**src/rtl/cnn_frame_sequencer.sv**
```systemverilog
// Frame sequencer for one CNN inference: feeder enable, pixel-beat count, result capture, error codes.
// Optional build macro SEQ_STATS_EN adds the frame and error statistics counters.
module cnn_frame_sequencer #(
  parameter int TOTAL_PIXELS = 784,
  parameter int CLASS_BW     = 5,
  parameter int FEED_TIMEOUT = 16,
  parameter int RES_TIMEOUT  = 4096
) (
  input  logic                                  clk,
  input  logic                                  reset,
  input  logic                                  i_start,
  input  logic                                  i_abort,
  output logic                                  o_feed_en,
  input  logic                                  i_feed_valid,
  input  logic                                  i_cnn_valid,
  input  logic [CLASS_BW-1:0]                   i_cnn_class,
  output logic                                  o_busy,
  output logic                                  o_result_valid,
  output logic [CLASS_BW-1:0]                   o_result_class,
  output logic [1:0]                            o_error,
  output logic [$clog2(TOTAL_PIXELS+1)-1:0]     o_pix_cnt
`ifdef SEQ_STATS_EN
  ,
  output logic [15:0]                           o_frame_cnt,
  output logic [7:0]                            o_err_cnt
`endif
);

  // state    | meaning
  // IDLE     | waiting for i_start
  // ARM      | feeder enabled, waiting for first pixel beat
  // FEED     | counting gap-free pixel beats
  // WAIT_RES | frame complete, waiting for CNN result
  // DONE     | one-cycle result pulse
  // ERR      | error code held until restart or abort

  localparam int PW   = $clog2(TOTAL_PIXELS+1);
  localparam int MAXT = (RES_TIMEOUT > FEED_TIMEOUT) ? RES_TIMEOUT : FEED_TIMEOUT;
  localparam int TW   = (MAXT > 2) ? $clog2(MAXT) : 1;

  typedef enum logic [2:0] {
    S_IDLE, S_ARM, S_FEED, S_WAIT_RES, S_DONE, S_ERR
  } state_t;

  state_t              state_q, state_d;
  logic [1:0]          err_code;
  logic [TW-1:0]       timer_q, timer_d;
  logic [PW-1:0]       pix_q, pix_d;
  logic [1:0]          err_q, err_d;
  logic [CLASS_BW-1:0] class_q, class_d;

  always_ff @(posedge clk) begin
    if (reset) state_q <= S_IDLE;
    else       state_q <= state_d;
  end

  // Abort outranks every other transition; overrun outranks a coincident result.
  always_comb begin
    state_d  = state_q;
    err_code = 2'b00;
    if (i_abort && (state_q inside {S_ARM, S_FEED, S_WAIT_RES, S_ERR})) begin
      state_d = S_IDLE;
    end else begin
      case (state_q)
        S_IDLE: if (i_start) state_d = S_ARM;
        S_ARM: begin
          if (i_feed_valid) begin
            state_d = (TOTAL_PIXELS <= 1) ? S_WAIT_RES : S_FEED;
          end else if (timer_q == '0) begin
            state_d  = S_ERR;
            err_code = 2'b01;
          end
        end
        S_FEED: begin
          if (!i_feed_valid) begin
            state_d  = S_ERR;
            err_code = 2'b10;
          end else if (pix_q == PW'(TOTAL_PIXELS-1)) begin
            state_d = S_WAIT_RES;
          end
        end
        S_WAIT_RES: begin
          if (i_feed_valid) begin
            state_d  = S_ERR;
            err_code = 2'b11;
          end else if (i_cnn_valid) begin
            state_d = S_DONE;
          end else if (timer_q == '0) begin
            state_d  = S_ERR;
            err_code = 2'b11;
          end
        end
        S_DONE: state_d = S_IDLE;
        S_ERR:  if (i_start) state_d = S_ARM;
        default: state_d = S_IDLE;
      endcase
    end
  end

  always_comb begin
    o_feed_en      = (state_q == S_ARM) || (state_q == S_FEED);
    o_busy         = (state_q == S_ARM) || (state_q == S_FEED) || (state_q == S_WAIT_RES);
    o_result_valid = (state_q == S_DONE);
    o_result_class = class_q;
    o_error        = err_q;
    o_pix_cnt      = pix_q;
  end

  // Shared down-counter: loaded with timeout-1 on ARM / WAIT_RES entry, terminal count at zero.
  always_comb begin
    timer_d = timer_q;
    pix_d   = pix_q;
    err_d   = err_q;
    class_d = class_q;
    if (state_d == S_ARM && state_q != S_ARM) begin
      timer_d = TW'(FEED_TIMEOUT-1);
      pix_d   = '0;
      err_d   = 2'b00;
    end else if (state_d == S_WAIT_RES && state_q != S_WAIT_RES) begin
      timer_d = TW'(RES_TIMEOUT-1);
    end else if ((state_q == S_ARM || state_q == S_WAIT_RES) && timer_q != '0) begin
      timer_d = timer_q - TW'(1);
    end
    if ((state_q == S_ARM || state_q == S_FEED) && i_feed_valid && !i_abort
        && pix_q != PW'(TOTAL_PIXELS)) begin
      pix_d = pix_q + PW'(1);
    end
    if (state_q == S_WAIT_RES && state_d == S_DONE) class_d = i_cnn_class;
    if (state_d == S_ERR && state_q != S_ERR)       err_d   = err_code;
  end

  always_ff @(posedge clk) begin
    if (reset) begin
      timer_q <= '0;
      pix_q   <= '0;
      err_q   <= 2'b00;
      class_q <= '0;
    end else begin
      timer_q <= timer_d;
      pix_q   <= pix_d;
      err_q   <= err_d;
      class_q <= class_d;
    end
  end

`ifdef SEQ_STATS_EN
  logic [15:0] frame_cnt_q;
  logic [7:0]  err_cnt_q;

  always_ff @(posedge clk) begin
    if (reset) begin
      frame_cnt_q <= '0;
      err_cnt_q   <= '0;
    end else begin
      if (state_d == S_DONE && state_q != S_DONE && frame_cnt_q != 16'hFFFF)
        frame_cnt_q <= frame_cnt_q + 16'd1;
      if (state_d == S_ERR && state_q != S_ERR && err_cnt_q != 8'hFF)
        err_cnt_q <= err_cnt_q + 8'd1;
    end
  end

  assign o_frame_cnt = frame_cnt_q;
  assign o_err_cnt   = err_cnt_q;
`endif

endmodule

```
**config.mk**
```make
export PLATFORM = sky130hd
export DESIGN_NAME = cnn_frame_sequencer
export DESIGN_NICKNAME = d
export VERILOG_FILES = /design/src/rtl/cnn_frame_sequencer.sv
export SDC_FILE = /design/constraint.sdc
export NUM_CORES = 1
export LEC_CHECK = 0
export BUFFER_PORTS_ARGS = -buffer_cell sky130_fd_sc_hd__clkbuf_2
export CORE_ASPECT_RATIO = 1.75
export CORE_MARGIN = 5
export CORE_UTILIZATION = 60
export DETAILED_ROUTE_END_ITERATION = 8
export PLACE_DENSITY_LB_ADDON = 0.12
export RECOVER_POWER = 25
export SKIP_CTS_REPAIR_TIMING = 1
export SLEW_MARGIN = 30
export SYNTH_ARGS = -nofsm -noshare
export SYNTH_HDL_FRONTEND = slang
export SYNTH_SLANG_ARGS = --single-unit
```
**constraint.sdc**
```tcl
create_clock -name clk -period 4.45 [get_ports clk]
set_input_delay 0.445 -clock clk [delete_from_list [all_inputs] [get_ports clk]]
set_output_delay 0.445 -clock clk [all_outputs]
set_load 0.01 [all_outputs]
```
Word level (Yosys, flattened, before mapping)
Cells that the tools add are included.
- reduce and logical (&&, ||, !) cells: 23
- $add $sub $neg: 2
- equal/unequal tests: 14
- muxes and demuxes: 24
- operator list (operator ; count):
    12-bit two-way mux ; 2
    3-bit two-way mux ; 8
    10-bit two-way mux ; 2
    2-bit two-way mux ; 7
    3-bit == test (second input constant) ; 4
    12-bit logical NOT ; 1
    3-bit case mux with 4 select lines ; 1
    12-bit nonzero test ; 1
    12-bit by 1-bit subtractor with 12-bit output (second input constant) ; 1
    10-bit by 1-bit adder with 10-bit output (second input constant) ; 1
    10-bit == test (second input constant) ; 1
    10-bit inequality test (second input constant) ; 1
    3-bit by 2-bit == test with 1-bit output (second input constant) ; 3
    1-bit logical AND ; 9
    3-bit by 1-bit == test with 1-bit output (second input constant) ; 2
    2-bit case mux with 3 select lines ; 1
    2-bit nonzero test ; 3
    4-bit two-way mux ; 1
    4-bit nonzero test ; 1
    2-bit OR reduction ; 2
    3-bit logical NOT ; 1
    1-bit logical OR ; 3
    3-bit by 1-bit inequality test with 1-bit output (second input constant) ; 1
    3-bit by 2-bit inequality test with 1-bit output (second input constant) ; 1
    4 further kinds ; 5
- input bits: 11
- output and inout port bits: 20
- flip-flop bits (word level): 32
- word-level logic and storage cells: 69

Longest topological paths before layout
- depth in word-level cells: 10
- mapped depth: 9
- gate-level depth less buffers: 8

Least setup slack after synthesis
Ideal clock, no wire load.
- path kind: register to register
- from: register timer_q[0]
- to: register timer_q[10]
- setup time: 0.129 ns
- path buffers: 1
- path slack: 2.199 ns
- required time: 4.321 ns
- clock period less this slack: 2.251 ns
- data arrival time: 2.122 ns
- cell stages (with the launch flop): 10
- cell sequence: dfxtp_1 inv_1 ha_1 or4b_2 nor3_4 a22o_4 o21ai_0 o21bai_2 buf_4 a21oi_1
- word-level cells in the longest chain between the ends: 9
- elaborated cells on any way between the ends: 18
- classes of those cells: add/sub: 1; eq/ne: 2; mux: 8; reduce/logical: 7
- ends and longest elaborated chain (item ; RTL line ; source):
    from (decl) ; 47 ; logic [TW-1:0] timer_q, timer_d;
    from (signal assigned) ; 139 ; timer_q <= timer_d;
    12-bit logical NOT ; 69, 88 ;
    3-bit two-way mux ; 69, 88 ;
    3-bit two-way mux ; 86 ; end else if (i_cnn_valid) begin
    3-bit two-way mux ; 83 ; if (i_feed_valid) begin
    3-bit case mux with 4 select lines ; 64 ; case (state_q)
    3-bit two-way mux ; 61 ; if (i_abort && (state_q inside {S_ARM, S_FEED, S_WAIT_RES, S_ERR})) begin
    3-bit by 2-bit == test with 1-bit output / 3-bit by 1-bit == test with 1-bit output (equally long branches) ; 119, 115 ;
    1-bit logical AND, on equally long branches ; 119, 115 ;
    12-bit two-way mux (tied with other cells) ; 119 ; end else if (state_d == S_WAIT_RES && state_q != S_WAIT_RES) begin
Several ways; a longest one is shown, not always the timed one. The select of a mux whose other input is x is not followed.
A chain may end at the register's enable or synchronous reset.

Worst setup path after layout
- from: register timer_q[0]
- to: register pix_q[9], in the netlist o_pix_cnt[9]
- word-level cells in the longest chain between the ends: 9
- elaborated cells on any way between the ends: 10
- classes of those cells: eq/ne: 1; mux: 6; reduce/logical: 3
- ends and longest elaborated chain (item ; RTL line ; source):
    12-bit logical NOT (*) ; 69, 88 ;
    3-bit two-way mux (*) ; 69, 88 ;
    3-bit two-way mux ; 86 ;
    3-bit two-way mux ; 83 ;
    3-bit case mux with 4 select lines (*) ; 64 ;
    3-bit two-way mux (*) ; 61 ;
    3-bit by 1-bit == test with 1-bit output (*) ; 115 ; if (state_d == S_ARM && state_q != S_ARM) begin
    1-bit logical AND (*) ; 115 ;
    2-bit nonzero test (no line) (*) ; - ;
    to (signal assigned) ; 140 ; pix_q <= pix_d;
    to (decl) ; 48 ; logic [PW-1:0] pix_q, pix_d;
Mark *: on every way between the ends. The rest lies on a longest branch, timed or not.

==> impl_metrics.yaml <==
placement:
  io_buffers: 30
  placed_area_um2: 1960
  gp_congestion: 0.905
  dp_hpwl_um: 3120
drt:
  drc_errors: 0
  ant_nets: 0
  dr.first_iter.drc_count: 61
  drt-wirelength-per-cell_um: 15.7
  firstDrtPassIters: 4
  routed_wl_um: 4330
  drt-vias-per-instance: 6.34
  vias: 1751
clock_tree:
  clk_pin_slew_worst_paths_ns: 0.07
  clock_path_buffers: 2
  htree_levels: 2
  cts_sinks: 32
  cts_buffers: 5
  root_buffer: "clkbuf_8"
  cts_tree: "yes"
  clk_latency_ns: 0.29
synthesis:
  synth_top_area_share_pct: 35.2
  synth_edf_count: 0
  synth.most_common_cell: "dfxtp_1"
  syn_area_um2: 1820
  async_flop_share_pct: 0
  synth_cell_types: 54
  synth_area_leaders: "dfxtp_1, xnor2_1, nor2_1"
  syn-num-nets: 234
  yosysTopAreaCell: "dfxtp_1"
  ys_seq_area_share_pct: 35.2
  netlist_top_cells_count: "dfxtp_1, nor2_1, o21ai_0"
  synth-seq-cells: 32
  synth_warnings: 0
  syn_avg_cell_area_um2: 8.26
  synth_flop_cell: "dfxtp_1"
  netlist_instances: 220
global_route:
  grt_max_degree: 20
  grt_pass1_wl_um: 7330
  overflow: 0
  grtUsageTotal_pct: 22.0
  antenna_found_initial: 0
  grt_pass1_vias: 1656
worst_hold_path:
  hold_class: "input port to register"
cells_and_area:
  final_area_um2: 2050
  nNetsFinal: 261
  drive_gt1_share_pct: 14.9
  areaGrowthSynthToFinish_pct: 12.9
  num_antenna_cells: 0
floorplanning:
  start_util_pct: 62.1
  core_area_um2: 2930
  chipWidth_um: 51.6
  die-area_um2: 4270
  core.rowCount: 26
  ios: 31
  die_height_um: 82.8
timing:
  timing_hold_violations_final: 0
  worstMarginPinSlew_ns: 0.753
  drv_slew: 0
  finClkSkew_ns: 0.00740
  timing.fmax_mhz: 370
  fin_crit_sh_pct: 60.7
  setup_viol: 0
  slew_headroom_pct: 49.8
  grt_setup_unrepaired: "no"
  period_needed_ns: 2.70
  timing.setup.tns_ns: 0
status:
  outcome: "finished, final reports clean"
setup_path:
  worstSetupPathType: "register to register"
  worstPathRequired_ns: 4.58
  end_kind: "register"
  arrival_ns: 2.83
  setup.worst_path.start_class: "register"
  critPathMaxFanout: 18
power_and_ir_drop:
  max-vdd-ir-drop_mv: 0.223
  p_leak_uw: 0.000775
  finalPower_uw: 749
  p_per_area_nw_per_um2: 365
job:
  drv_cap: 0
==> cell usage in the layout, fill, tap and decap left out, drive strengths merged, types with 3 or more instances in the layout <==
cell type / instances
clkbuf: 36
dfxtp: 32
nor2: 24
o21ai: 16
nand2: 12
a21oi: 12
inv: 10
xnor2: 10
nand3: 8
nor3: 8
o31ai: 8
nor2b: 6
xor2: 5
mux2i: 5
or4: 4
or3: 4
and2: 3
a31oi: 3
nand4: 3
nor4: 3
ha: 3
==> per-layer routing <==
metal  wire length, um  global-route usage, %  vias to the layer above
li1                  -                      -                      847
met1              1700                   22.9                      821
met2              2300                   39.3                       67
met3               227                   5.02                       16
met4                97                   10.7                        0
met5                 0                      0                        -
==> logic make-up after synthesis <==
family | share of synthesized area [%]
and+or+nand+nor | 28.1
xor gates and xnor gates | 7.23
AOI/OAI and AO/OA | 19.1
adders and majority gates | 2.06
DFF | 35.2
muxes | 3.37
buffers and inverters | 4.82
==> sequential cells by signal, indices dropped and copies added, names as in the netlist <==
register and cells:
timer_q 12, o_pix_cnt 10, o_result_class 5, state_q 3, o_error 2
==> final cells by class <==
cell class	count	area, um^2
Clock buffer	6	72.6
Clock inverter	2	35.0
Fill cell	255	876
Inverter	10	37.5
Multi-Input combinational cell	167	1090
Sequential cell	32	641
Tap cell	28	35.0
Timing Repair Buffer	31	141
==> through the flow <==
| step | instances | setup WS, ns | hold WS (ns) | utilization, % |
|---|---|---|---|---|
| 6_report | 276 | 1.75 | 0.391 | 70.1 |
| 5_1_grt | 276 | 1.57 | 0.427 | 70.1 |
| 4_1_cts | 276 | 1.74 | 0.396 | 70.6 |
| 3_5_place_dp | 268 | 1.75 | 0.474 | 67.0 |
| 3_3_place_gp | 268 | 1.84 | 0.473 | 67.0 |
| 2_1_floorplan | 220 | 2.20 | 0.498 | - |
==> where the power goes <==
| group | total [uW] | switching [uW] | internal, uW | leakage [uW] |
|---|---|---|---|---|
| combinational | 148 | 84.9 | 63.4 | 0.000460 |
| sequential | 322 | 18.1 | 304 | 0.000260 |
| clock | 279 | 113 | 166 | 0.0000552 |
==> final timing paths <==
kind,startpoint,end,slack [ns],depth (start not counted)
worst max register to register,timer_q[0],o_pix_cnt[9],1.75,8
worst min-delay path,i_cnn_class[2],o_result_class[2],0.39,3
worst min register to register,o_error[0],o_error[0],0.48,2
worst max-delay path,timer_q[0],o_pix_cnt[9],1.75,8
==> critical path, stage by stage, from the launching register on <==
cell      delay, ns
dfxtp_1        0.31
inv_1          0.08
ha_1           0.18
or4b_2         0.67
nor3_4         0.20
a22o_4         0.15
o21ai_0        0.13
o21bai_2       0.62
o21ai_0        0.20
Power figures use the tool's default switching activity.
